## config.mk

```make
export PLATFORM = sky130hd
export DESIGN_NAME = filter_moving_avg
export DESIGN_NICKNAME = d
export VERILOG_FILES = /design/src/rtl/filter_moving_avg_pkg.sv /design/src/rtl/filter_moving_avg_delay.sv /design/src/rtl/filter_moving_avg.sv
export SDC_FILE = /design/constraint.sdc
export NUM_CORES = 2
export LEC_CHECK = 0
export CELL_PAD_IN_SITES_DETAIL_PLACEMENT = 0
export CELL_PAD_IN_SITES_GLOBAL_PLACEMENT = 2
export CORE_ASPECT_RATIO = 1.5
export CORE_MARGIN = 4
export CORE_UTILIZATION = 49
export DETAILED_ROUTE_END_ITERATION = 6
export PLACE_DENSITY_LB_ADDON = 0.1
export SKIP_LAST_GASP = 1
export SYNTH_ARGS = -nofsm -noshare
export SYNTH_HDL_FRONTEND = slang
export SYNTH_SLANG_ARGS = --single-unit
```

## constraint.sdc

```tcl
create_clock -name Clk -period 4.2 [get_ports Clk]
set_clock_uncertainty 0.05 [all_clocks]
set_input_delay 0.42 -clock Clk [delete_from_list [all_inputs] [get_ports Clk]]
set_output_delay 0.42 -clock Clk [all_outputs]
set_load 0.02 [all_outputs]
```

## src/rtl/filter_moving_avg_pkg.sv

```systemverilog
// Shared math helpers for the moving-average filter slice.
package filter_moving_avg_pkg;

  // Ceiling log2; clog2(1) = 0, clog2(64) = 6, clog2(65) = 7.
  function automatic int unsigned clog2(input int unsigned value);
    int unsigned result;
    result = 0;
    for (int unsigned p = 1; p < value; p = p << 1) begin
      result = result + 1;
    end
    return result;
  endfunction

endpackage

```

## src/rtl/filter_moving_avg_delay.sv

```systemverilog
// Parameterised valid+data shift delay. Valid and data bits are cleared
// synchronously on reset. Each data stage only loads when the stage
// before it holds a valid entry, so the output holds its last value
// while o_valid is low.
module filter_moving_avg_delay
  import filter_moving_avg_pkg::*;
#(
  parameter int unsigned DEPTH = 1,
  parameter int unsigned WIDTH = 8
) (
  input  logic             Clk,
  input  logic             Rst,
  input  logic             i_valid,
  input  logic [WIDTH-1:0] i_data,
  output logic             o_valid,
  output logic [WIDTH-1:0] o_data
);

  generate
    if (DEPTH == 0) begin : g_bypass
      assign o_valid = i_valid;
      assign o_data  = i_data;
    end else begin : g_shift
      logic [DEPTH-1:0] r_valid;
      logic [WIDTH-1:0] r_data [DEPTH];

      // Shift valid every cycle; move data only behind a valid entry.
      always_ff @(posedge Clk) begin
        if (Rst) begin
          r_valid <= '0;
          for (int unsigned i = 0; i < DEPTH; i++) begin
            r_data[i] <= '0;
          end
        end else begin
          r_valid[0] <= i_valid;
          if (i_valid) begin
            r_data[0] <= i_data;
          end
          for (int unsigned i = 1; i < DEPTH; i++) begin
            r_valid[i] <= r_valid[i-1];
            if (r_valid[i-1]) begin
              r_data[i] <= r_data[i-1];
            end
          end
        end
      end

      assign o_valid = r_valid[DEPTH-1];
      assign o_data  = r_data[DEPTH-1];
    end
  endgenerate

endmodule

```

## src/rtl/filter_moving_avg.sv

```systemverilog
// Streaming boxcar filter: running sum of the last WINDOW_LENGTH unsigned
// samples, reported as the top OUTPUT_WIDTH bits of the accumulator.
// Two arithmetic stages, then a valid/data delay line pads to LATENCY.
// Optional macro FILTER_MOVING_AVG_ROUND_EN: round-half-up with
// saturation instead of plain truncation (same latency).
module filter_moving_avg
  import filter_moving_avg_pkg::*;
#(
  parameter int unsigned WINDOW_LENGTH = 64,
  parameter int unsigned LATENCY       = 65,
  parameter int unsigned INPUT_WIDTH   = 14,
  parameter int unsigned OUTPUT_WIDTH  = 16
) (
  input  logic                    Clk,
  input  logic                    Rst,
  input  logic                    Input_valid,
  input  logic [INPUT_WIDTH-1:0]  Input_data,
  output logic                    Output_valid,
  output logic [OUTPUT_WIDTH-1:0] Output_data
);

  localparam int unsigned ACCUM_WIDTH = INPUT_WIDTH + clog2(WINDOW_LENGTH);
  localparam int unsigned IDX_WIDTH   = clog2(WINDOW_LENGTH);
  localparam int unsigned FILL_WIDTH  = clog2(WINDOW_LENGTH + 1);
  localparam int unsigned PIPE_DEPTH  = 2;
  localparam int unsigned PAD_DEPTH   = LATENCY - PIPE_DEPTH;
  localparam int unsigned SHIFT       = ACCUM_WIDTH - OUTPUT_WIDTH;

  logic [INPUT_WIDTH-1:0]  r_hist [WINDOW_LENGTH];
  logic [IDX_WIDTH-1:0]    r_wptr;
  logic [FILL_WIDTH-1:0]   r_fill;
  logic                    w_full;

  logic                    r_s1_valid;
  logic [INPUT_WIDTH-1:0]  r_s1_new;
  logic [INPUT_WIDTH-1:0]  r_s1_old;

  logic [ACCUM_WIDTH-1:0]  r_accum;
  logic [ACCUM_WIDTH-1:0]  w_accum_next;
  logic [OUTPUT_WIDTH-1:0] w_result;
  logic                    r_s2_valid;
  logic [OUTPUT_WIDTH-1:0] r_s2_data;

  // Until the window has filled once, the slot being replaced is treated
  // as zero, so the history RAM never needs clearing.
  assign w_full = (r_fill == FILL_WIDTH'(WINDOW_LENGTH));

  // History RAM: write the new sample into the slot being retired.
  always_ff @(posedge Clk) begin
    if (!Rst && Input_valid) begin
      r_hist[r_wptr] <= Input_data;
    end
  end

  // Stage 1: capture new sample and the retiring one (read-before-write
  // on the same edge), advance pointer and saturating fill count.
  always_ff @(posedge Clk) begin
    if (Rst) begin
      r_wptr     <= '0;
      r_fill     <= '0;
      r_s1_valid <= 1'b0;
      r_s1_new   <= '0;
      r_s1_old   <= '0;
    end else begin
      r_s1_valid <= Input_valid;
      if (Input_valid) begin
        r_s1_new <= Input_data;
        r_s1_old <= w_full ? r_hist[r_wptr] : '0;
        r_wptr   <= (r_wptr == IDX_WIDTH'(WINDOW_LENGTH - 1)) ? '0
                                                              : r_wptr + IDX_WIDTH'(1);
        if (!w_full) begin
          r_fill <= r_fill + FILL_WIDTH'(1);
        end
      end
    end
  end

`ifdef FILTER_MOVING_AVG_ROUND_EN
  localparam logic [ACCUM_WIDTH:0] ROUND_ADD =
    (SHIFT == 0) ? '0 : ((ACCUM_WIDTH+1)'(1) << ((SHIFT > 0) ? SHIFT - 1 : 0));
  localparam logic [ACCUM_WIDTH:0] OUT_MAX = (ACCUM_WIDTH+1)'({OUTPUT_WIDTH{1'b1}});
  logic [ACCUM_WIDTH:0] w_rounded;
  logic [ACCUM_WIDTH:0] w_scaled;

  // Running-sum update, then round-half-up with saturation.
  always_comb begin
    w_accum_next = r_accum + ACCUM_WIDTH'(r_s1_new) - ACCUM_WIDTH'(r_s1_old);
    w_rounded    = {1'b0, w_accum_next} + ROUND_ADD;
    w_scaled     = w_rounded >> SHIFT;
    w_result     = (w_scaled > OUT_MAX) ? '1 : OUTPUT_WIDTH'(w_scaled);
  end
`else
  // Running-sum update, then truncation to the top OUTPUT_WIDTH bits.
  always_comb begin
    w_accum_next = r_accum + ACCUM_WIDTH'(r_s1_new) - ACCUM_WIDTH'(r_s1_old);
    w_result     = OUTPUT_WIDTH'(w_accum_next >> SHIFT);
  end
`endif

  // Stage 2: commit the accumulator and register the scaled result.
  always_ff @(posedge Clk) begin
    if (Rst) begin
      r_accum    <= '0;
      r_s2_valid <= 1'b0;
      r_s2_data  <= '0;
    end else begin
      r_s2_valid <= r_s1_valid;
      if (r_s1_valid) begin
        r_accum   <= w_accum_next;
        r_s2_data <= w_result;
      end
    end
  end

  filter_moving_avg_delay #(
    .DEPTH (PAD_DEPTH),
    .WIDTH (OUTPUT_WIDTH)
  ) u_delay (
    .Clk     (Clk),
    .Rst     (Rst),
    .i_valid (r_s2_valid),
    .i_data  (r_s2_data),
    .o_valid (Output_valid),
    .o_data  (Output_data)
  );

endmodule

```

==> key figures <==
Logic synthesis
  – Avg Cell Area, Syn: 18.2 um2
  – Synth unique cells: 63
  – Post-synth EDFFs: 1904
  – Seq/Total Area, Yosys: 77.2%
  – #FFs+latches synth: 2036
  – Ys async rst share: 0%
  – Mapped Area: 77500 um2
  – Syn_nets: 4316
  – Synth Instances: 4262
  – Primary FF master, synth: edfxtp_1
  – Yosys warnings: 0

Worst setup path
  – Most frequent CP cell: inv_1
  – Worst setup path class: reg -> reg
  – Reg2reg start: r_s1_new[1]$_SDFFE_PP0P_
  – R2R Path End: r_accum[17]$_SDFFE_PP0P_
  – Setup slack, reg-to-reg: 0.91 ns
  – Worst EP required: 4.82 ns
  – Crit path arrival time: 3.90 ns
  – Largest stage delay on the critical path: 0.57 ns
  – Startpoint types: flip-flop
  – Endpoint type of the worst setup path: flip-flop
  – Crit-path cells: inv_1 -> fa_1 -> inv_1 -> ha_1 -> a21o_1 -> nand4_1 -> a211o_1 -> a21oi_2 -> o2111ai_1 -> and3_1 -> or4_1
  – Crit path buf inv count: 2
  – CP Max Fanout: 4
  – Slowest stage cell, crit path: fa_1
  – CP top delay family: compound AO/OA/AOI/OAI gates
  – Worst R2R Path Depth: 11

Finish
  – Share of cells above drive strength 1: 16.2%
  – Final Cell Area: 86400 um2
  – Most frequent cells in the layout: edfxtp_1, and2_1, nor2b_1
  – Area grow syn2layout: 11.4%
  – Fin cells: 6612
  – Layout net count: 4434
  – Final Util: 55.0%
  – Commonest non-fill, non-tap cell in the layout: edfxtp_1

Hold path
  – Min-Delay Path Depth: 2
  – Hold/Removal Path Class: in -> reg
  – Hold path start: Rst

CTS
  – Maximum root-to-sink buffer count: 3
  – Post-CTS Setup Bufs: 0
  – Number of H-tree levels: 4
  – CTS root buf: clkbuf_16
  – CTS tree: yes
  – # clock sinks: 2036
  – Worst-skew pair later-pin latency: 0.82 ns
  – Clk slew on worst S/H paths: 0.07 ns
  – CTS Buf Count: 188
  – Post-cts repair resize count: 0

GRT
  – Largest net degree at the start of global routing: 209
  – First-pass GRT wire length: 232 mm
  – GRT overflow: 0
  – Vias in the first global route: 36.7k
  – Initial antenna violation count: 1
  – Total GRT Usage: 18.7%

Power and ir drop
  – Static Leak: 29.2 nW
  – Overall power: 41.9 mW
  – PD cells: 486 nW/um2
  – Worst vdd ir: 0.398 mV

Timing
  – Fmax: 304 MHz
  – Post-route setup slack: 0.914 ns
  – Tmin final: 3.29 ns
  – Final Max Slew Viols: 0
  – Final period util: 78.2%
  – Hold Worst Slack: 0.0551 ns
  – Worst Tran Pin Value: 1.20 ns
  – Worst slew margin: 19.9%
  – Final hold vios: 0
  – Finish-stage setup viols: 0
  – Sum Neg Setup Slack: 0 ns
  – RSZ-0062 raised after global routing: no

Route
  – First DRT Iteration DRCs: 2540
  – First-pass DRT Iterations: 5
  – Vias: 35.0k
  – Number of nets with antenna violations after routing: 0
  – DRC: 0
  – Routed wire length: 153 mm
  – Routed vias/inst: 5.29
  – Drt wl/cell: 23.2 um

Placed design
  – Post-DP Area: 80300 um2
  – PortBufs: 33
  – Inst Count DP: 6258
  – Pre-CTS setup slack: 0.897 ns
  – Placer congestion estimate: 0.765
  – DP HPWL: 94.6 mm

Run
  – Maxcap violations: 0

Die
  – # IOs: 34
  – Placeable core area: 157000 um2
  – Initial Util: 49.4%
  – Die Y: 495 um
  – Row Count: 178
  – Die area: 165000 um2
  – Die width: 333 um

Outcome
  – Status: finished, final reports clean
routing by layer:
layer | GRT usage (%) | routed length, um | up-vias
met5 | 0 | 0 | -
li1 | - | - | 16107
met2 | 36.0 | 86200 | 587
met3 | 2.54 | 4930 | 204
met4 | 5.32 | 3690 | 0
met1 | 21.8 | 58400 | 18099
how the worst max path moves through the flow:
| stage | endpoint | cells after the start | slack [ns] | from |
|---|---|---|---|---|
| after floorplan | r_hist[48][0]$_DFFE_PP_ | 5 | 1.12 | Rst |
| after global placement | r_s1_old[5]$_SDFFE_PP0P_ | 5 | 0.90 | flip-flop |
| after detailed placement | r_s1_old[5]$_SDFFE_PP0P_ | 5 | 0.90 | flip-flop |
| after CTS | r_s1_old[5]$_SDFFE_PP0P_ | 5 | 0.90 | flip-flop |
| after global routing | r_accum[17]$_SDFFE_PP0P_ | 11 | 0.77 | r_s1_new[1]$_SDFFE_PP0P_ |
| final | r_accum[17]$_SDFFE_PP0P_ | 11 | 0.91 | r_s1_new[1]$_SDFFE_PP0P_ |
area by class of cell:
cell class	instances	area, um2
fill	12297	70700
sequential	2036	59800
multi-input combinational	1938	16400
clock buffer	253	5120
clock inverter	97	915
inverter	67	251
tap	2070	2590
antenna	2	5.00
timing repair buffer	149	1260
state kept, by name, summed over array words and instances (netlist names), 6 cells and up, named ones only:
register and count:
r_s1_old 14, u_delay.g_shift.r_valid 63, r_fill 7, r_s1_new 14
r_hist 896, r_wptr 6, u_delay.g_shift.r_data 1008, r_accum 19
cell usage after synthesis (21+ instances only):
cell type / instances / area, um2
edfxtp_1: 1904 / 57200
or2_2: 64 / 400
nor2_1: 118 / 443
and2_1: 546 / 3420
nand2_1: 89 / 334
mux4_2: 252 / 5680
buf_4: 21 / 158
ha_1: 23 / 288
mux2i_1: 49 / 490
inv_1: 65 / 244
a21oi_1: 42 / 210
dfxtp_1: 132 / 2640
clkbuf_1: 144 / 541
nor2b_1: 532 / 3330
cells by family after synthesis:
logic type      after synthesis  synth area share (%)
mux                         306                  8.03
flops                      2036                  77.2
fa+ha+maj                    37                 0.733
buf+inv                     288                  1.72
simple gates               1430                  10.9
compound gates              154                  1.34
xor+xnor                     11                 0.124
power breakdown:
part / switching [mW] / internal (mW)
Sequential: 0.183 / 22.7
Clock: 7.35 / 9.40
Combinational: 1.39 / 0.913
worst reg2reg max path, delay by kind of cell, from the launching register on:
kind	cells	cell delay [ns]
adders and majority gates	2	0.84
and+or+nand+nor	3	0.84
AOI/OAI and AO/OA	4	0.98
DFF	1	0.32
buffers and inverters	2	0.12
timing repair:
action / CTS / global route
hold endpoints to repair: 6 / 0
hold buffers: 2 / 0
endpoints found under the setup margin: 0 / 0
(Power assumes the default switching activity.)
